--- config.mk ---
export PLATFORM = sky130hd
export DESIGN_NAME = limn2600_timer_flat
export DESIGN_NICKNAME = d
export VERILOG_FILES = /design/src/rtl/limn2600_timer_if.sv /design/src/rtl/limn2600_timer.sv /design/src/flat_wrapper.sv
export SDC_FILE = /design/constraint.sdc
export NUM_CORES = 1
export LEC_CHECK = 0
export ABC_CLOCK_PERIOD_IN_PS = 6900
export BUFFER_PORTS_ARGS = -buffer_cell sky130_fd_sc_hd__buf_2
export CAP_MARGIN = 20
export CORE_UTILIZATION = 60
export CTS_BUF_LIST = sky130_fd_sc_hd__clkbuf_16
export CTS_CLUSTER_SIZE = 12
export DETAILED_ROUTE_END_ITERATION = 6
export PLACE_DENSITY = 0.91
export SLEW_MARGIN = 20
export SYNTH_ARGS = -nofsm -noshare
export SYNTH_HDL_FRONTEND = slang
export SYNTH_SLANG_ARGS = --single-unit
--- constraint.sdc ---
create_clock -name clk -period 6.9 [get_ports clk]
set_input_delay 0.345 -clock clk [delete_from_list [all_inputs] [get_ports clk]]
set_output_delay 0.345 -clock clk [all_outputs]
set_load 0.02 [all_outputs]
--- src/rtl/limn2600_timer_if.sv ---
// limn2600_timer_if: CPU bus bundle for the timer.
// master drives cs/we/addr/data_in; slave returns data_out, rdy and irq.
interface limn2600_timer_if;
  logic        cs;
  logic        we;
  logic [31:0] addr;
  logic [31:0] data_in;
  logic [31:0] data_out;
  logic        rdy;
  logic        irq;
  modport master (output cs, we, addr, data_in, input data_out, rdy, irq);
  modport slave (input cs, we, addr, data_in, output data_out, rdy, irq);
endinterface

--- src/rtl/limn2600_timer.sv ---
// limn2600_timer: memory-mapped interval timer with compare-match level interrupt.
// Ports: clk, rst (async active-high), bus (limn2600_timer_if.slave: cs, we, addr,
// data_in in; data_out, rdy, irq out). Registers: 0 COUNT, 1 COMPARE,
// 2 CTRL {reload, ie, en}, 3 STATUS {pend, write-1-to-clear}.
// Define LIMN2600_TIMER_PRESCALER_EN to tick once every PRESCALE enabled clocks.
module limn2600_timer #(
  parameter logic [31:0] BASE_ADDR = 32'hF800_0000,
  parameter int          PRESCALE  = 16
) (
  input logic             clk,
  input logic             rst,
  limn2600_timer_if.slave bus
);
  typedef enum logic [1:0] {IDLE, ACK, WAIT} state_t;
  state_t      state, state_n;
  logic [31:0] count, compare, rdata;
  logic [2:0]  ctrl;
  logic [1:0]  sel;
  logic        pend, tick, access, wr, match;
  logic        unused_addr_bits;
  assign unused_addr_bits = ^bus.addr[1:0];
  assign sel    = bus.addr[3:2];
  assign access = state == IDLE && bus.cs && bus.addr[31:4] == BASE_ADDR[31:4];
  assign wr     = access && bus.we;
  // a COUNT write in the same edge as a tick overrides both increment and match
  assign match  = tick && !(wr && sel == 2'd0) && count == compare;
  assign rdata  = sel == 2'd0 ? count : sel == 2'd1 ? compare :
                  sel == 2'd2 ? {29'b0, ctrl} : {31'b0, pend};
  assign bus.rdy = state == ACK;
  assign bus.irq = pend & ctrl[1];
`ifdef LIMN2600_TIMER_PRESCALER_EN
  localparam logic [15:0] PMAX = 16'(PRESCALE - 1);
  logic [15:0] pre;
  assign tick = ctrl[0] && pre == PMAX;
  // restart the prescale period whenever the timer is switched on
  always_ff @(posedge clk or posedge rst)
    if (rst) pre <= '0;
    else if (wr && sel == 2'd2 && bus.data_in[0] && !ctrl[0]) pre <= '0;
    else if (ctrl[0]) pre <= tick ? '0 : pre + 16'd1;
`else
  localparam int unused_prescale = PRESCALE;
  assign tick = ctrl[0];
`endif
  always_ff @(posedge clk or posedge rst)
    if (rst) state <= IDLE;
    else state <= state_n;
  // ACK and WAIT both park in WAIT while cs is held, so one cs gives one access
  always_comb begin
    state_n = state == IDLE ? (access ? ACK : IDLE) : (bus.cs ? WAIT : IDLE);
  end
  always_ff @(posedge clk or posedge rst)
    if (rst) begin
      count        <= '0;
      compare      <= 32'hFFFF_FFFF;
      ctrl         <= '0;
      pend         <= 1'b0;
      bus.data_out <= '0;
    end else begin
      if (wr && sel == 2'd0) count <= bus.data_in;
      else if (tick) count <= match && ctrl[2] ? '0 : count + 32'd1;
      if (wr && sel == 2'd1) compare <= bus.data_in;
      if (wr && sel == 2'd2) ctrl <= bus.data_in[2:0];
      if (match) pend <= 1'b1;
      else if (wr && sel == 2'd3 && bus.data_in[0]) pend <= 1'b0;
      if (access && !bus.we) bus.data_out <= rdata;
    end
endmodule

--- src/flat_wrapper.sv ---
// flat-port wrapper written by rule: the top's interface ports become plain ports
module limn2600_timer_flat 
#(
  parameter logic [31:0] BASE_ADDR = 32'hF800_0000,
  parameter int          PRESCALE  = 16
)
  (clk, rst, bus_cs, bus_we, bus_addr, bus_data_in, bus_data_out, bus_rdy, bus_irq);
  limn2600_timer_if bus_i ();
  input logic clk;
  input logic rst;
  input wire logic [$bits(bus_i.cs)-1:0] bus_cs;
  input wire logic [$bits(bus_i.we)-1:0] bus_we;
  input wire logic [$bits(bus_i.addr)-1:0] bus_addr;
  input wire logic [$bits(bus_i.data_in)-1:0] bus_data_in;
  output wire logic [$bits(bus_i.data_out)-1:0] bus_data_out;
  output wire logic [$bits(bus_i.rdy)-1:0] bus_rdy;
  output wire logic [$bits(bus_i.irq)-1:0] bus_irq;
  assign bus_i.cs = bus_cs;
  assign bus_i.we = bus_we;
  assign bus_i.addr = bus_addr;
  assign bus_i.data_in = bus_data_in;
  assign bus_data_out = bus_i.data_out;
  assign bus_rdy = bus_i.rdy;
  assign bus_irq = bus_i.irq;
  limn2600_timer #(.BASE_ADDR(BASE_ADDR), .PRESCALE(PRESCALE)) u_core (.clk(clk), .rst(rst), .bus(bus_i));
endmodule
==> run summary <==
Initial antenna violation count: 0. The fraction of synthesized area in multiplexers is 0.138. The critical path required time is 7130 ps, and the worst max-slew margin expressed relative to the limit is 0.286. After synthesis, the largest family of logic cells by area is simple AND/OR/NAND/NOR gates. The minimum clock period after layout was 3130 ps. In the synthesized netlist the dominant register cell turns out to be sky130_fd_sc_hd__dfrtp_1. Critical-path cell with the highest stage delay: sky130_fd_sc_hd__or3_1. For this block, the routed nets add up to 15100 um of wire. Entering global routing, the biggest net connects 64 pins.

Hold repair after CTS inserted 0 buffers. The number of enable flip-flop cells after synthesis works out to 0. Setup repair after global routing left no endpoint under its margin. From left edge to right edge, the die measures 99.9 um. Across the routed clock network, the largest skew measured is 7.02 ps.

Max-cap violations in this run came to 0. Along the worst path, the maximum fanout reaches 30. The tools report the core footprint as 0.00928 mm2. Overall track demand over capacity in global routing: 0.315.

The critical path in this run is classified as reg2reg. 102 I/O pins were placed. The mean cell area of the mapped netlist was 10.1 um2; the xor and xnor fraction of the mapped netlist area was 0.0502. The library cell used most frequently in the layout, excluding fill and tap cells, is sky130_fd_sc_hd__buf_2. The part of the cycle the worst path needs came out at 0.453. The switching power as a share of total power was 0.227; the ratio of cells with drive above 1 in the final layout was 0.313. The logs give 570 for the gate count after technology mapping and 0.00575 mm2 for the netlist area before placement. The die boundary height came out at 99.9 um.

Relative contribution of sequential cells to total power: 0.491. The net switching power was 276 uW. Setup slack closes at 3770 ps. The tools report the static leakage power as 2.87 nW. Dividing the detail-routed via count by the number of cells gives 6.39. At the worst endpoint, the arrival time is 3360 ps. The congestion estimate from routability-driven global placement came to 0.897.

The highest attainable clock frequency is 320 MHz, and the effective utilization at floorplan is 0.620. The combinational cell fraction of total power is 0.048. The register area share after synthesis is 0.451, and the largest stage delay on the critical path is 660 ps. The worst setup path is captured at a flop. Summed over all nets, the half-perimeter wirelength after detailed placement is 9900 um. Power spread over the standard cell area amounts to 186 mW/mm2. The post-synthesis simple-gate area fraction is 0.161. Type of the most critical hold path: in2async.

After detailed routing, the average wire length per cell comes to 19.5 um. The post-synthesis share of cell area spent on full adders, half adders and majority gates is 0.00217, and the number of H-tree levels is 3. TritonCTS built the clock tree. The number of global-route vias before repair is 4898, and the transition time of the tightest slew-check pin is 1060 ps. Setup violations remaining at the end of the flow were counted as 0.

The die covers 0.00998 mm2. Synthesis inferred 102 register bits. The clock reaches the later pin of the worst-skew pair after 350 ps. The proportion of register bits with asynchronous set or reset after synthesis came out at 1.00.

Gates resized during post-CTS repair numbered 0. 0 antenna diodes ended up in the layout. The logs give 0.461 for the clock network fraction of design power and 0 for the buffer count from post-CTS setup fixing. The area growth from synthesis to layout is 14.2%. Traced cell by cell, the critical path runs through nor4_1 -> nand4_1 -> or4_4 -> or3_1 -> buf_4 -> nand2_1 -> a21oi_1 -> a221o_1.

The clock slew at the register clock pins of the worst setup and hold paths is 70 ps. The flow ran to the end, and the final reports show no timing, DRC or antenna violations. The violation count after the first detailed-routing iteration is 352. Counting every net in the synthesized netlist gives 639. The buffer cell driving the clock tree root is sky130_fd_sc_hd__clkbuf_16. The largest vdd supply drop is 0.000140 V. The internal power of the cells totals 943 uW. In the final layout, the multi-input gates occupy 0.00291 mm2. Global routing finished with a remaining overflow of 0.

The combined flip-flop and latch cell area was 0.00259 mm2; the number of hold violations in the final report was 0. The library cells used most frequently in the layout, excluding fill and tap cells, are 99 x sky130_fd_sc_hd__buf_2, 70 x sky130_fd_sc_hd__dfrtp_1, 56 x sky130_fd_sc_hd__nand2_1. Summing over every cut layer, the via total after detailed routing is 4946.

The kind of cell with the highest combined delay along the critical path is simple AND/OR/NAND/NOR gates. The worst setup path is launched from a flop. During placement, the flow inserted port buffers numbering 99.

Counting the buffers created by CTS gives 9. After the last flow step, the layout net total stands at 709. Compound-gate portion of the synthesized area: 0.151. Setup total negative slack on the finished layout was measured at 0 ps. The first-pass GRT wire length was 24300 um. Power comes to 1.22 mW.

The number of buffers and inverters on the critical path was 1; the number of routed nets with antenna violations was 0. The first TritonRoute pass finished after 6 iterations. Counting every sink on the clock net gives 102. For this run, design rule violations remaining after detail routing come to 0. For the number of synthesis warnings, the log shows 0. The logs give 2 for the buffer depth of the longest clock path and 685 for the number of fillers in the final layout. The distinct cell type count of the synthesized netlist was 52; the floorplan row count was 35. The run gives 0 as the number of max-slew violations in the final report.

The tools report the worst setup timing slack at the placement stage as 3710 ps.
## worst register-to-register path, delay by kind of cell (launching register included)
kind	cells	cell delay, ps
AOI/OAI and AO/OA	2	360
buffers and inverters	1	390
DFF	1	410
and+or+nand+nor	5	1840
## metrics by stage
| stage | hold slack (ps) | std cells | utilization | instance area, um2 |
|---|---|---|---|---|
| floorplan | 462 | 570 | - | 5750 |
| global placement | 455 | 758 | 0.672 | 6240 |
| detailed placement | 462 | 758 | 0.672 | 6240 |
| CTS | 112 | 774 | 0.707 | 6560 |
| global route | 143 | 774 | 0.708 | 6570 |
| finish | 86.9 | 774 | 0.708 | 6570 |
## power by group through the flow
| stage | sequential (mW) | combinational, mW | clock (mW) |
|---|---|---|---|
| global placement | 0.609 | 0.0554 | 0 |
| finish | 0.598 | 0.0580 | 0.562 |
| detailed placement | 0.609 | 0.0573 | 0 |
| global route | 0.598 | 0.0636 | 0.584 |
| CTS | 0.598 | 0.0578 | 0.562 |
| floorplan | 0.609 | 0.0261 | 0 |
## path summary, 6_finish.rpt
kind / end / from / cells after the start / slack, ps
min in group clk: u_core.count[20] / bus_data_in[20] / 2 / 220
worst min-delay path: u_core.bus.data_out[28] / rst / 2 / 90
worst min register to register: u_core.bus.data_out[22] / u_core.bus.data_out[22] / 2 / 470
worst max register to register: u_core.count[21] / u_core.state[0] / 8 / 3770
max in group asynchronous: u_core.count[11] / rst / 3 / 5720
worst max-delay path: u_core.count[21] / u_core.state[0] / 8 / 3770
## layer usage
metal	vias up	global-route usage	wire length [um]
met3	52	0.0599	1150
met1	2391	0.395	5900
met5	-	0	0
met2	270	0.527	7570
li1	2233	-	-
met4	0	0.149	448
## state kept, by name (all words and copies together) (netlist names)
name                 flops
u_core.state             2
u_core.count            32
u_core.bus.data_out     32
u_core.compare          32
u_core.ctrl              3
u_core.pend              1
## synth_stat cells, drive strengths merged (7+ instances only)
cell | count | area share
a21oi | 28 | 0.024
a31oi | 9 | 0.0098
buf | 16 | 0.020
clkbuf | 29 | 0.019
dfrtp | 70 | 0.30
dfstp | 32 | 0.15
inv | 11 | 0.0072
mux2 | 40 | 0.080
mux2i | 31 | 0.054
nand2 | 57 | 0.037
nand3 | 21 | 0.018
nand4 | 19 | 0.021
nor2 | 30 | 0.020
nor2b | 8 | 0.0087
nor4 | 10 | 0.014
o211ai | 7 | 0.0091
o21a | 10 | 0.013
o21ai | 11 | 0.0096
o31ai | 33 | 0.043
xnor2 | 33 | 0.050
## final cells by class
cell class / instances / area share
Inverter: 12 / 0.00724
Timing Repair Buffer: 104 / 0.0811
Clock buffer: 9 / 0.0343
Multi-Input combinational cell: 411 / 0.442
Tap cell: 129 / 0.0246
Sequential cell: 102 / 0.395
Clock inverter: 7 / 0.0156
## kinds of logic (layout without fill, tap and decap cells)
group / Yosys count / count (layout)
multiplexers: 72 / 72
flip-flops: 102 / 102
adder cells (fa/ha/maj): 1 / 1
buffers and inverters: 57 / 132
XOR/XNOR: 33 / 33
AND/OR/NAND/NOR: 178 / 178
AO/OA/AOI/OAI: 127 / 127
No activity file was read; power rests on OpenSTA's default activity.
